[src/rtl/apb_master_ctrl.sv]
// apb_master_ctrl: bridges a valid/ready request stream onto an APB bus with
// NB_SLAVES address-decoded peripheral ports. Only one transfer is outstanding
// at a time. Optional ACCESS-phase timeout is compiled in with the macro
// APB_MASTER_TIMEOUT_EN. Without the macro, ACCESS waits indefinitely and
// timeout_o is tied low.
module apb_master_ctrl #(
  parameter int unsigned                      APB_ADDR_WIDTH  = 32,
  parameter int unsigned                      APB_DATA_WIDTH  = 32,
  parameter int unsigned                      NB_SLAVES       = 9,
  parameter logic [APB_ADDR_WIDTH-1:0]        BASE_ADDR       = 'h1A10_0000,
  parameter int unsigned                      SLAVE_SIZE_LOG2 = 12,
  parameter int unsigned                      TIMEOUT_CYCLES  = 256
) (
  input  logic                                HCLK,
  input  logic                                HRESETn,
  input  logic                                req_valid,
  output logic                                req_ready,
  input  logic [APB_ADDR_WIDTH-1:0]           req_addr,
  input  logic [APB_DATA_WIDTH-1:0]           req_wdata,
  input  logic                                req_write,
  output logic                                rsp_valid,
  input  logic                                rsp_ready,
  output logic [APB_DATA_WIDTH-1:0]           rsp_rdata,
  output logic                                rsp_err,
  output logic [APB_ADDR_WIDTH-1:0]           paddr,
  output logic [APB_DATA_WIDTH-1:0]           pwdata,
  output logic                                pwrite,
  output logic [NB_SLAVES-1:0]                psel,
  output logic                                penable,
  input  logic [NB_SLAVES*APB_DATA_WIDTH-1:0] prdata,
  input  logic [NB_SLAVES-1:0]                pready,
  input  logic [NB_SLAVES-1:0]                pslverr,
  output logic                                timeout_o
);

  localparam int unsigned IDX_W = (NB_SLAVES > 1) ? $clog2(NB_SLAVES) : 1;

  typedef enum logic [1:0] {
    IDLE,
    SETUP,
    ACCESS,
    RESP
  } state_t;

  state_t                    state_q, state_d;
  logic [IDX_W-1:0]          idx_q;
  logic [APB_ADDR_WIDTH-1:0] offset;
  logic [APB_ADDR_WIDTH-1:0] slot;
  logic                      in_range;
  logic                      accept;
  logic                      sel_ready;
  logic                      sel_err;
  logic [APB_DATA_WIDTH-1:0] sel_rdata;
  logic                      tmo_expire;

  // Address decode: slot index relative to BASE_ADDR, rejecting addresses below
  // the base or beyond the last slave window.
  assign offset   = req_addr - BASE_ADDR;
  assign slot     = offset >> SLAVE_SIZE_LOG2;
  assign in_range = (req_addr >= BASE_ADDR) && (slot < APB_ADDR_WIDTH'(NB_SLAVES));

  // req_ready is gated by HRESETn so it reads low for the whole reset period.
  assign req_ready = (state_q == IDLE) && HRESETn;
  assign accept    = req_valid && req_ready;
  assign rsp_valid = (state_q == RESP);

  // Only the selected slave's response lines are observed.
  assign sel_ready = pready[idx_q];
  assign sel_err   = pslverr[idx_q];
  assign sel_rdata = prdata[idx_q*APB_DATA_WIDTH +: APB_DATA_WIDTH];

`ifdef APB_MASTER_TIMEOUT_EN
  localparam int unsigned TW = $clog2(TIMEOUT_CYCLES + 1);

  logic [TW-1:0] tmo_cnt_q;
  logic          timeout_q;

  // Expiry fires on the TIMEOUT_CYCLES-th consecutive not-ready ACCESS cycle;
  // a pready in that same cycle takes precedence.
  assign tmo_expire = (state_q == ACCESS) && !sel_ready &&
                      (tmo_cnt_q == TW'(TIMEOUT_CYCLES - 1));

  // Count consecutive wait cycles in ACCESS; register the abort pulse.
  always_ff @(posedge HCLK or negedge HRESETn) begin
    if (!HRESETn) begin
      tmo_cnt_q <= '0;
      timeout_q <= 1'b0;
    end else begin
      if ((state_q == ACCESS) && !sel_ready) begin
        tmo_cnt_q <= tmo_cnt_q + 1'b1;
      end else begin
        tmo_cnt_q <= '0;
      end
      timeout_q <= tmo_expire;
    end
  end

  assign timeout_o = timeout_q;
`else
  assign tmo_expire = 1'b0;
  assign timeout_o  = 1'b0;
`endif

  // State register; async reset discards any in-flight transfer.
  always_ff @(posedge HCLK or negedge HRESETn) begin
    if (!HRESETn) begin
      state_q <= IDLE;
    end else begin
      state_q <= state_d;
    end
  end

  // Next-state and APB control outputs (decoded from state so they drop
  // asynchronously with reset).
  always_comb begin
    state_d = state_q;
    psel    = '0;
    penable = 1'b0;
    unique case (state_q)
      IDLE: begin
        if (accept) begin
          state_d = in_range ? SETUP : RESP;
        end
      end
      SETUP: begin
        psel[idx_q] = 1'b1;
        state_d     = ACCESS;
      end
      ACCESS: begin
        psel[idx_q] = 1'b1;
        penable     = 1'b1;
        if (sel_ready || tmo_expire) begin
          state_d = RESP;
        end
      end
      RESP: begin
        if (rsp_ready) begin
          state_d = IDLE;
        end
      end
      default: state_d = IDLE;
    endcase
  end

  // Request capture and response registers. APB address/data only update on an
  // in-range accept, so decode errors leave the bus untouched.
  always_ff @(posedge HCLK or negedge HRESETn) begin
    if (!HRESETn) begin
      paddr     <= '0;
      pwdata    <= '0;
      pwrite    <= 1'b0;
      idx_q     <= '0;
      rsp_err   <= 1'b0;
      rsp_rdata <= '0;
    end else begin
      if (accept) begin
        if (in_range) begin
          paddr  <= req_addr;
          pwdata <= req_wdata;
          pwrite <= req_write;
          idx_q  <= slot[IDX_W-1:0];
        end else begin
          rsp_err   <= 1'b1;
          rsp_rdata <= '0;
        end
      end
      if (state_q == ACCESS) begin
        if (sel_ready) begin
          rsp_err   <= sel_err;
          rsp_rdata <= (!pwrite && !sel_err) ? sel_rdata : '0;
        end else if (tmo_expire) begin
          rsp_err   <= 1'b1;
          rsp_rdata <= '0;
        end
      end
    end
  end

endmodule

[config.mk]
export PLATFORM = sky130hd
export DESIGN_NAME = apb_master_ctrl
export DESIGN_NICKNAME = d
export VERILOG_FILES = /design/src/rtl/apb_master_ctrl.sv
export SDC_FILE = /design/constraint.sdc
export NUM_CORES = 1
export LEC_CHECK = 0
export CORE_AREA = 2 2 189 191
export CTS_CLUSTER_SIZE = 40
export DETAILED_ROUTE_END_ITERATION = 6
export DIE_AREA = 0 0 191 193
export SYNTH_ARGS = -nofsm -noshare
export SYNTH_HDL_FRONTEND = slang
export SYNTH_SLANG_ARGS = --single-unit
export TNS_END_PERCENT = 5
[constraint.sdc]
create_clock -name HCLK -period 5.49 [get_ports HCLK]
set_clock_uncertainty 0.1 [all_clocks]
set_input_delay 1.098 -clock HCLK [delete_from_list [all_inputs] [get_ports HCLK]]
set_output_delay 1.098 -clock HCLK [all_outputs]
set_load 0.01 [all_outputs]
==> After elaboration in Yosys (flattened, before gate mapping) <==
Cells that the tools add are included.
{ "totals": {"register_bits": 104, "out_inout_bits": 111, "wordCells": 52} }
{ "op_classes": {"add_sub_neg": 1, "n_lt_le_gt_ge": 4, "eq_ne": 6, "shift": 1, "n_mux": 22, "reduce_logical": 11} }
{ "op_table": {"columns": ["op", "count"], "rows": [
  ["variable part select 288 x 10 -> 32 bit", 1],
  ["2-to-1 mux 32 bit", 5],
  ["greater-or-equal comparator 32 x 29 -> 1 bit (second input constant)", 1],
  ["subtractor 32 x 29 -> 32 bit (second input constant)", 1],
  ["< comparator 20 x 4 -> 1 bit (second input constant)", 1],
  ["2-to-1 mux 9 bit", 1],
  ["binary-select mux 1 bit (select 4 bit)", 2],
  ["2-to-1 mux 1 bit", 8],
  ["2-to-1 mux 2 bit", 4],
  ["case mux 2 bit (4 select lines)", 1],
  ["logical AND 1 bit", 5],
  ["< comparator 4 x 5 -> 1 bit (second input constant)", 1],
  ["demux 1 bit (select 4 bit)", 1],
  ["equality test 2 bit (second input constant)", 2],
  ["greater-or-equal comparator 4 x 1 -> 1 bit (second input constant)", 1],
  ["inequality test 2 bit (second input constant)", 2],
  ["AND reduction 3 bit", 1],
  ["equality test 2 x 1 -> 1 bit (second input constant)", 1],
  ["zero test 1 bit", 2],
  ["zero test 2 bit", 1],
  ["inequality test 2 x 1 -> 1 bit (second input constant)", 1],
  ["AND reduction 2 bit", 1],
  ["OR reduction 2 bit", 1]
]} }

==> Logic depth before layout (Yosys ltp) <==
Gate-level depths: netlist of the first run.
{ "depth": {"word_depth": 7, "depth_mapped": 9} }

==> Worst setup path after synthesis of the first run <==
No wires, ideal clock.
{ "synth_path": {"path_kind": "register to output", "from": "reg, netlist name paddr[15]", "to": "out psel[2]", "arrival_time_ns": 1.658, "t_required_ns": 4.292, "path_slack_ns": 2.634, "path_stages_with_launch": 7, "path_buffers": 3, "cell_sequence": "dfrtp_1 -> buf_2 -> or2_2 -> clkbuf_1 -> clkbuf_1 -> or2_2 -> nor2_1"} }
{ "synth_rtl": {"columns": ["element", "line_no", "rtl"], "rows": [
  ["to (decl)", "28", "output logic [NB_SLAVES-1:0] psel,"]
]} }

==> results of run 1 <==
-- stage by stage --
step | util | worst slack (ns) | power (mW)
floorplan | - | 2.63 | 1.32
global placement | 0.349 | 1.52 | 2.03
detailed placement | 0.349 | 1.46 | 2.05
CTS | 0.357 | 1.32 | 2.72
global route | 0.357 | 1.23 | 2.82
finish | 0.357 | 1.37 | 2.65
-- power breakdown --
part,switching (mW),total (mW),internal [mW]
Sequential,0.0781,0.939,0.861
Combinational,0.437,1.07,0.628
Clock,0.327,0.647,0.320
Total,0.842,2.65,1.81
-- sequential cells by signal (all words and copies together), names as in the netlist --
signal / count
pwdata: 32
rsp_rdata: 32
paddr: 32
state_q: 2
pwrite: 1
rsp_err: 1
-- synth_stat cells, types with 2 or more instances --
| cell | instances |
|---|---|
| dfrtp_1 | 100 |
| buf_2 | 23 |
| buf_1 | 5 |
| inv_1 | 3 |
| o211ai_1 | 32 |
| a21oi_1 | 33 |
| buf_4 | 4 |
| nor3b_1 | 2 |
| mux2_2 | 80 |
| nand2_1 | 73 |
| nor4b_1 | 3 |
| or2_2 | 6 |
| nor4_1 | 4 |
| a31oi_1 | 2 |
| nand2b_1 | 2 |
| nor2b_1 | 14 |
| o32a_1 | 2 |
| nor2_1 | 6 |
| mux2i_1 | 133 |
| nand3b_1 | 32 |
| o221ai_1 | 32 |
| nor4bb_1 | 2 |
| o21ai_0 | 35 |
| ha_1 | 3 |
| clkbuf_1 | 32 |
| buf_6 | 4 |
| nor3_1 | 8 |
-- routing by layer --
layer / share of wire / vias up / GRT usage
met1: 0.42 / 3526 / 0.205
met2: 0.49 / 312 / 0.296
met5: 0 / - / 0
met4: 0.012 / 0 / 0.0376
met3: 0.083 / 19 / 0.0451
li1: - / 3448 / -
-- cell type report --
| type | count | area share |
|---|---|---|
| Clock inverter | 7 | 0.00551 |
| Multi-Input combinational cell | 519 | 0.332 |
| Tap cell | 461 | 0.0462 |
| Inverter | 4 | 0.00120 |
| Clock buffer | 9 | 0.0180 |
| Sequential cell | 100 | 0.201 |
| Timing Repair Buffer | 498 | 0.396 |
-- kinds of logic (layout without fill, tap and decap cells) --
group / count (synthesis) / count (layout) / synth area share
fa+ha+maj: 3 / 3 / 0.00539
flops: 100 / 100 / 0.359
other cells: 1 / 1 / 0.000538
compound gates: 141 / 141 / 0.135
simple gates: 159 / 159 / 0.125
buf+inv: 72 / 518 / 0.0494
mux: 215 / 215 / 0.326
-- critical path, delay by kind of cell (launching register included) --
family | cells | cell delay [ns]
buffers and inverters | 2 | 0.85
AND/OR/NAND/NOR | 3 | 0.90
flip-flops | 1 | 0.80
-- worst max path at each step --
stage | cells past startpoint | slack [ns] | startpoint | end
final | 5 | 1.37 | paddr[15]$_DFFE_PN0P_ | psel[2]
after global routing | 5 | 1.23 | paddr[15]$_DFFE_PN0P_ | psel[2]
after CTS | 5 | 1.32 | paddr[15]$_DFFE_PN0P_ | psel[2]
after detailed placement | 7 | 1.46 | req_addr[14] | rsp_rdata[28]$_DFF_PN0_
after global placement | 7 | 1.52 | req_addr[14] | rsp_rdata[17]$_DFF_PN0_
after floorplan | 6 | 2.63 | paddr[15]$_DFFE_PN0P_ | psel[2]
==> results.yml, run 1 <==
status:
  outcome: "completed"
drt:
  via_per_inst: 4.57
  detail_route.iter0.violations: 202
  ant_nets: 0
  dr.pass1.iters: 4
  vias: 7305
  wl_per_cell_um: 20.6
  wl_um: 33000
  drcViolationCount: 0
hold_path:
  whs_path_depth: 1
  whs_endpoint: "paddr[28]$_DFFE_PN0P_"
  hold_class: "reg -> reg"
  hp-start: "paddr[28]$_DFFE_PN0P_"
sta:
  hold_violations: 0
  maxSlewViolCount: 0
  layout_min_cycle_time_ns: 4.12
  setup_viol: 0
  post-route-period-util: 0.751
  slew_headroom: 0.395
  setup_tns_ns: 0
  worst_pin_slew_ns: 0.908
  worst_hold_slack_ns: 0.374
  rsz0062_at_grt: "no"
  fmax_ghz: 0.242
power:
  peakVddDrop_mv: 0.182
  leakage_nw: 5.48
  power_density_mw_per_mm2: 212
flow_run:
  drv_cap: 0
worst_setup_path:
  reg2reg_depth: 6
  critPathMaxFanout: 76
  criticalPathCategory: "reg -> out"
  worstPathArrival_ns: 2.93
  start_kind: "flop"
  rrSetupSlack_ns: 2.05
  crit_path_end_kind: "output pin"
  r2r-start: "paddr[15]$_DFFE_PN0P_"
  reg2reg_to: "rsp_rdata[4]$_DFF_PN0_"
  cp.required_ns: 4.29
  cp_slowest_cell: "dfrtp_4"
  slowest_delay_ns: 0.80
  path_cells: "or2_2, buf_4, or2_2, nor2_1, clkdlybuf4s50_1"
  cp_common_cell: "or2_2"
floorplanning:
  rows: 69
  fp.dieH_um: 193
  die_x_um: 191
  core_mm2: 0.0350
  dieArea_mm2: 0.0369
  io_pins: 486
  start_util: 0.199
final_layout:
  nNetsFinal: 1510
  fillers: 3551
  layout_commonest_cell: "clkdlybuf4s50_1"
  layout-drive-gt1-share: 0.113
  final_cell_mix: "clkdlybuf4s50_1 (483), mux2i_1 (133), dfrtp_1 (96)"
  regArea_mm2: 0.00251
  final_area_mm2: 0.0125
  area_delta_synth_final_pct: 79.3
  num_antenna_cells: 0
  finalNonFillerCells: 1598
  multi_input_area_mm2: 0.00415
cts:
  post_cts_resize_count: 0
  clkTransAtPathRegs_ns: 0.08
  clock-sinks: 100
  cts_hold_buf: 0
  cts_tree: "done"
  clk_latency_ns: 0.36
  htree_num_levels: 3
  clockBufferDepth: 2
  post-cts-setup-buffer-count: 0
  numCtsBuffers: 9
  cts-root-buf: "clkbuf_16"
grt:
  antenna_found_initial: 0
  grt_pass1_vias: 7573
  overflow: 0
  grt_usage: 0.168
  grt_pass1_wl_um: 46500
  grt_max_degree: 77
synth:
  ys_warn_count: 0
  synth_edf_count: 0
  synth_area_mm2: 0.00697
  syn_inst: 691
  avgSynthCellArea_um2: 10.1
  yosys-top-cells-area: "dfrtp_1 (36%), mux2i_1 (19%), mux2_2 (13%)"
  synth_top_area_share: 0.359
  ys_types: 43
  syn_nets: 1069
  synth-seq-cells: 100
  async_flop_share: 1.00
  synth_top_flop_cell: "dfrtp_1"
  synth_top_cell_by_area: "dfrtp_1"
  synth_seq_area_share: 0.359
place:
  place_area_mm2: 0.0122
  routabilityCongestion: 0.749
  io_buffers: 484
  placed_cells: 1582
  dp_hpwl_um: 25000
No activity file was read; power rests on OpenSTA's default activity.
==> run 2, diff against run 1 <==
Settings changed: CORE_AREA 2 2 189 191 to 2 2 191 193, DIE_AREA 0 0 191 193 to 0 0 193 195.
Clock period 5.49 ns to 4.2 ns, I/O delays scaled along.
==> results.yml, run 2 (same netlist as run 1, synthesis figures left out) <==
status:
  outcome: "completed"
floorplanning:
  fp.dieH_um: 195
  io_pins: 486
  rows: 69
  core_mm2: 0.0354
  start_util: 0.197
  die_x_um: 193
  dieArea_mm2: 0.0376
sta:
  hold_violations: 0
  setup_viol: 0
  maxSlewViolCount: 0
  post-route-period-util: 0.825
  rsz0062_at_grt: "no"
  worst_pin_slew_ns: 0.835
  slew_headroom: 0.443
  fmax_ghz: 0.289
  setup_tns_ns: 0
  layout_min_cycle_time_ns: 3.46
power:
  combPwrFrac: 0.395
  switching_share: 0.324
  seq_power_share: 0.349
  leakage_nw: 5.52
  p_switching_mw: 1.14
  power_density_mw_per_mm2: 280
  peakVddDrop_mv: 0.179
  intPower_mw: 2.38
  p_clk_frac: 0.256
hold_path:
  hold_class: "reg -> reg"
  whs_path_depth: 1
  hp-start: "paddr[25]$_DFFE_PN0P_"
  whs_endpoint: "paddr[25]$_DFFE_PN0P_"
drt:
  dr.pass1.iters: 4
  ant_nets: 0
  drcViolationCount: 0
  vias: 7322
  wl_um: 33600
  via_per_inst: 4.57
  wl_per_cell_um: 21.0
  detail_route.iter0.violations: 208
grt:
  grt_max_degree: 83
  antenna_found_initial: 2
  grt_pass1_vias: 7812
  grt_pass1_wl_um: 48100
  grt_usage: 0.171
  overflow: 0
cts:
  post-cts-setup-buffer-count: 0
  cts-root-buf: "clkbuf_16"
  htree_num_levels: 3
  cts_tree: "done"
  clock-sinks: 100
  cts_hold_buf: 0
  post_cts_resize_count: 0
  clkTransAtPathRegs_ns: 0.08
  clockBufferDepth: 2
  numCtsBuffers: 9
  clk_latency_ns: 0.36
final_layout:
  layout-drive-gt1-share: 0.117
  final_cell_mix: "clkdlybuf4s50_1 (483), mux2i_1 (133), dfrtp_1 (96)"
  largestRegisters: "paddr x32, pwdata x32, rsp_rdata x32"
  finalNonFillerCells: 1603
  num_antenna_cells: 0
  nNetsFinal: 1515
  layout_commonest_cell: "clkdlybuf4s50_1"
  area_delta_synth_final_pct: 80.2
place:
  io_buffers: 484
  dp_hpwl_um: 25500
  placed_cells: 1587
  routabilityCongestion: 0.774
worst_setup_path:
  crit_family: "buffers and inverters"
  reg2reg_to: "rsp_rdata[14]$_DFF_PN0_"
  critPathMaxFanout: 26
  crit_path_end_kind: "output pin"
  path_cells: "inv_1, nand2_1, nor4b_1, clkdlybuf4s50_1"
  slowest_delay_ns: 0.63
  cp_slowest_cell: "dfrtp_2"
  start_kind: "flop"
  r2r-start: "paddr[14]$_DFFE_PN0P_"
  rrSetupSlack_ns: 1.36
  cp.required_ns: 3.26
  reg2reg_depth: 7
  criticalPathCategory: "reg -> out"
  critPathBufInv: 2
  worstPathArrival_ns: 2.52
flow_run:
  drv_cap: 0
## run 2: worst register-to-register path: cells and delay by family, from the launching register on
family	cells	cell delay [ns]
buffers and inverters	2	0.85
flip-flops	1	0.74
AND/OR/NAND/NOR	3	0.73
multiplexers	1	0.26
AO/OA/AOI/OAI	1	0.10
## run 2: layout make-up
class | count | area, um2
Fill cell | 3603 | 22800
Timing Repair Buffer | 503 | 5000
Multi-Input combinational cell | 519 | 4150
Sequential cell | 100 | 2510
Tap cell | 461 | 577
Clock buffer | 9 | 225
Clock inverter | 7 | 86.3
Inverter | 4 | 15.0
## run 2: through the flow
stage / area [um2] / total power, mW / hold slack [ns] / setup WS (ns) / util
floorplan: 6970 / 1.73 / 0.400 / 1.60 / -
global placement: 12300 / 2.64 / 0.352 / 0.704 / 0.346
detailed placement: 12300 / 2.66 / 0.352 / 0.717 / 0.346
CTS: 12600 / 3.59 / 0.381 / 0.677 / 0.355
global route: 12600 / 3.72 / 0.407 / 0.560 / 0.355
finish: 12600 / 3.52 / 0.382 / 0.737 / 0.355
## run 2: per-layer routing
layer | vias up | GRT usage | routed length (um)
li1 | 3457 | - | -
met1 | 3507 | 0.210 | 13600
met2 | 328 | 0.298 | 16500
met3 | 26 | 0.0467 | 3060
met4 | 4 | 0.0359 | 405
met5 | - | 0 | 30
## run 2: power groups by stage
stage	clock network [mW]	logic (mW)	registers [mW]
after floorplan	0	0.426	1.30
after CTS	0.942	1.42	1.23
after global routing	0.980	1.49	1.25
after detailed placement	0	1.41	1.25
after global placement	0	1.39	1.25
final	0.899	1.39	1.23
## run 2: worst max path at each step
stage                                      from                     end  depth (start not counted)
after detailed placement           req_addr[14]  pwdata[12]$_DFFE_PN0P_                          6
after floorplan           paddr[15]$_DFFE_PN0P_                 psel[2]                          6
after global placement             req_addr[14]  state_q[1]$_DFFE_PN0P_                          7
after global routing      paddr[14]$_DFFE_PN0P_                 psel[8]                          4
final                     paddr[14]$_DFFE_PN0P_                 psel[8]                          4
after CTS                 paddr[14]$_DFFE_PN0P_                 psel[8]                          4
==> run 3, diff against run 2 <==
Settings changed: CORE_AREA 2 2 191 193 to 2 2 188 190, DIE_AREA 0 0 193 195 to 0 0 190 192.
Clock period 4.2 ns to 3.1 ns, I/O delays scaled along.
==> results.yml, run 3 (same netlist as run 1, synthesis figures left out) <==
status:
  outcome: "finished with violations"
  violations: "design-rule violations"
drt:
  ant_nets: 0
  wl_per_cell_um: 20.5
  via_per_inst: 4.59
  wl_um: 32900
  dr.pass1.iters: 7
  vias: 7402
  drcViolationCount: 2
  detail_route.iter0.violations: 309
floorplanning:
  io_pins: 486
  start_util: 0.203
  fp.dieH_um: 192
  dieArea_mm2: 0.0365
  die_x_um: 190
  core_mm2: 0.0343
  rows: 68
worst_setup_path:
  crit_path_end_kind: "output pin"
  rrSetupSlack_ns: 0.57
  slowest_delay_ns: 0.57
  reg2reg_to: "rsp_rdata[31]$_DFF_PN0_"
  crit_family: "simple AND/OR/NAND/NOR gates"
  r2r-start: "paddr[13]$_DFFE_PN0P_"
  start_kind: "flop"
  critPathBufInv: 1
  worstPathArrival_ns: 2.22
  cp_common_cell: "or2_2"
  critPathMaxFanout: 11
  criticalPathCategory: "reg -> out"
  reg2reg_depth: 6
  cp_slowest_cell: "clkdlybuf4s50_1"
  cp.required_ns: 2.38
  path_cells: "or2_2, or2_2, nor2_1, clkdlybuf4s50_1"
sta:
  fmax_ghz: 0.341
  slew_headroom: 0.437
  worst_hold_slack_ns: 0.256
  post-route-period-util: 0.947
  setup_viol: 0
  hold_violations: 0
  layout_min_cycle_time_ns: 2.94
  timing.final.ws_setup_ns: 0.163
  worst_pin_slew_ns: 0.845
  setup_tns_ns: 0
  rsz0062_at_grt: "no"
  maxSlewViolCount: 0
grt:
  grt_pass1_vias: 7738
  grt_max_degree: 91
  antenna_found_initial: 0
  overflow: 0
  grt_pass1_wl_um: 47400
  grt_usage: 0.172
place:
  dpl_worst_slack_ns: 0.0550
  routabilityCongestion: 0.782
  io_buffers: 484
  dp_hpwl_um: 26300
final_layout:
  largestRegisters: "paddr x32, pwdata x32, rsp_rdata x32"
  layout_commonest_cell: "clkdlybuf4s50_1"
  nNetsFinal: 1528
  final_core_util: 0.371
  layout-drive-gt1-share: 0.130
  final_cell_mix: "clkdlybuf4s50_1 (483), mux2i_1 (133), dfrtp_1 (96)"
  area_delta_synth_final_pct: 82.5
hold_path:
  hold_class: "in -> async"
power:
  power.total_mw: 4.83
  p_switching_mw: 1.52
  p_clk_frac: 0.258
  switching_share: 0.315
  intPower_mw: 3.31
  seq_power_share: 0.343
  power_density_mw_per_mm2: 380
  peakVddDrop_mv: 0.249
  leakage_nw: 5.61
  combPwrFrac: 0.399
cts:
  cts-root-buf: "clkbuf_16"
  htree_num_levels: 3
  clock-sinks: 100
  clockBufferDepth: 2
  numCtsBuffers: 9
  post-cts-setup-buffer-count: 0
  cts_tree: "done"
  clkTransAtPathRegs_ns: 0.08
  clk_latency_ns: 0.36
flow_run:
  drv_cap: 0
[run 3: worst reg2reg max path: stages (launching register included)]
cell and delay (ns):
dfrtp_4 0.61, buf_4 0.27, buf_12 0.43, mux2i_1 0.46
o221ai_1 0.25, o211ai_1 0.16, mux2i_1 0.10
[run 3: layout make-up]
cell class / instances / area (um2)
tap: 455 / 569
sequential: 100 / 2510
inverter: 4 / 15.0
multi-input combinational: 519 / 4160
antenna: 1 / 2.50
fill: 3439 / 21600
timing repair buffer: 516 / 5140
clock inverter: 7 / 93.8
clock buffer: 9 / 225
[run 3: per-layer routing]
metal,up-vias,wire (um),track usage,part of all wire
met5,-,0,0,0
met4,0,566,0.0492,0.017
met3,27,2650,0.0442,0.080
met2,351,16300,0.302,0.50
met1,3541,13400,0.207,0.41
li1,3483,-,-,-
[run 3: worst max-delay path by stage]
stage,start,endpoint,slack [ns],cells after the start
5_1_grt,paddr[12]$_DFFE_PN0P_,psel[2],0.06,4
3_3_place_gp,req_addr[13],paddr[15]$_DFFE_PN0P_,0.06,7
3_5_place_dp,req_addr[12],pwdata[20]$_DFFE_PN0P_,0.06,8
6_report,paddr[12]$_DFFE_PN0P_,psel[2],0.16,4
4_1_cts,state_q[0]$_DFFE_PN0P_,psel[8],0.01,5
2_1_floorplan,paddr[15]$_DFFE_PN0P_,psel[2],0.72,6
[run 3: power groups by stage]
stage               combinational (mW)  clock [mW]  sequential, mW
floorplan                        0.577           0            1.76
global placement                  1.94           0            1.68
detailed placement                1.96           0            1.68
CTS                               1.97        1.30            1.66
global route                      2.06        1.35            1.69
finish                            1.93        1.25            1.66
[run 3: stage by stage]
stage	area, um2	cells
after CTS	12700	1610
after global routing	12700	1610
after global placement	12400	1594
after detailed placement	12400	1594
after floorplan	6970	691
final	12700	1611
[run 3: timing repair]
item | CTS | global route
endpoints found under the hold margin | 0 | 0
hold buffers | 0 | 0
setup endpoints to repair | 0 | 1
gates resized for setup | 0 | 2
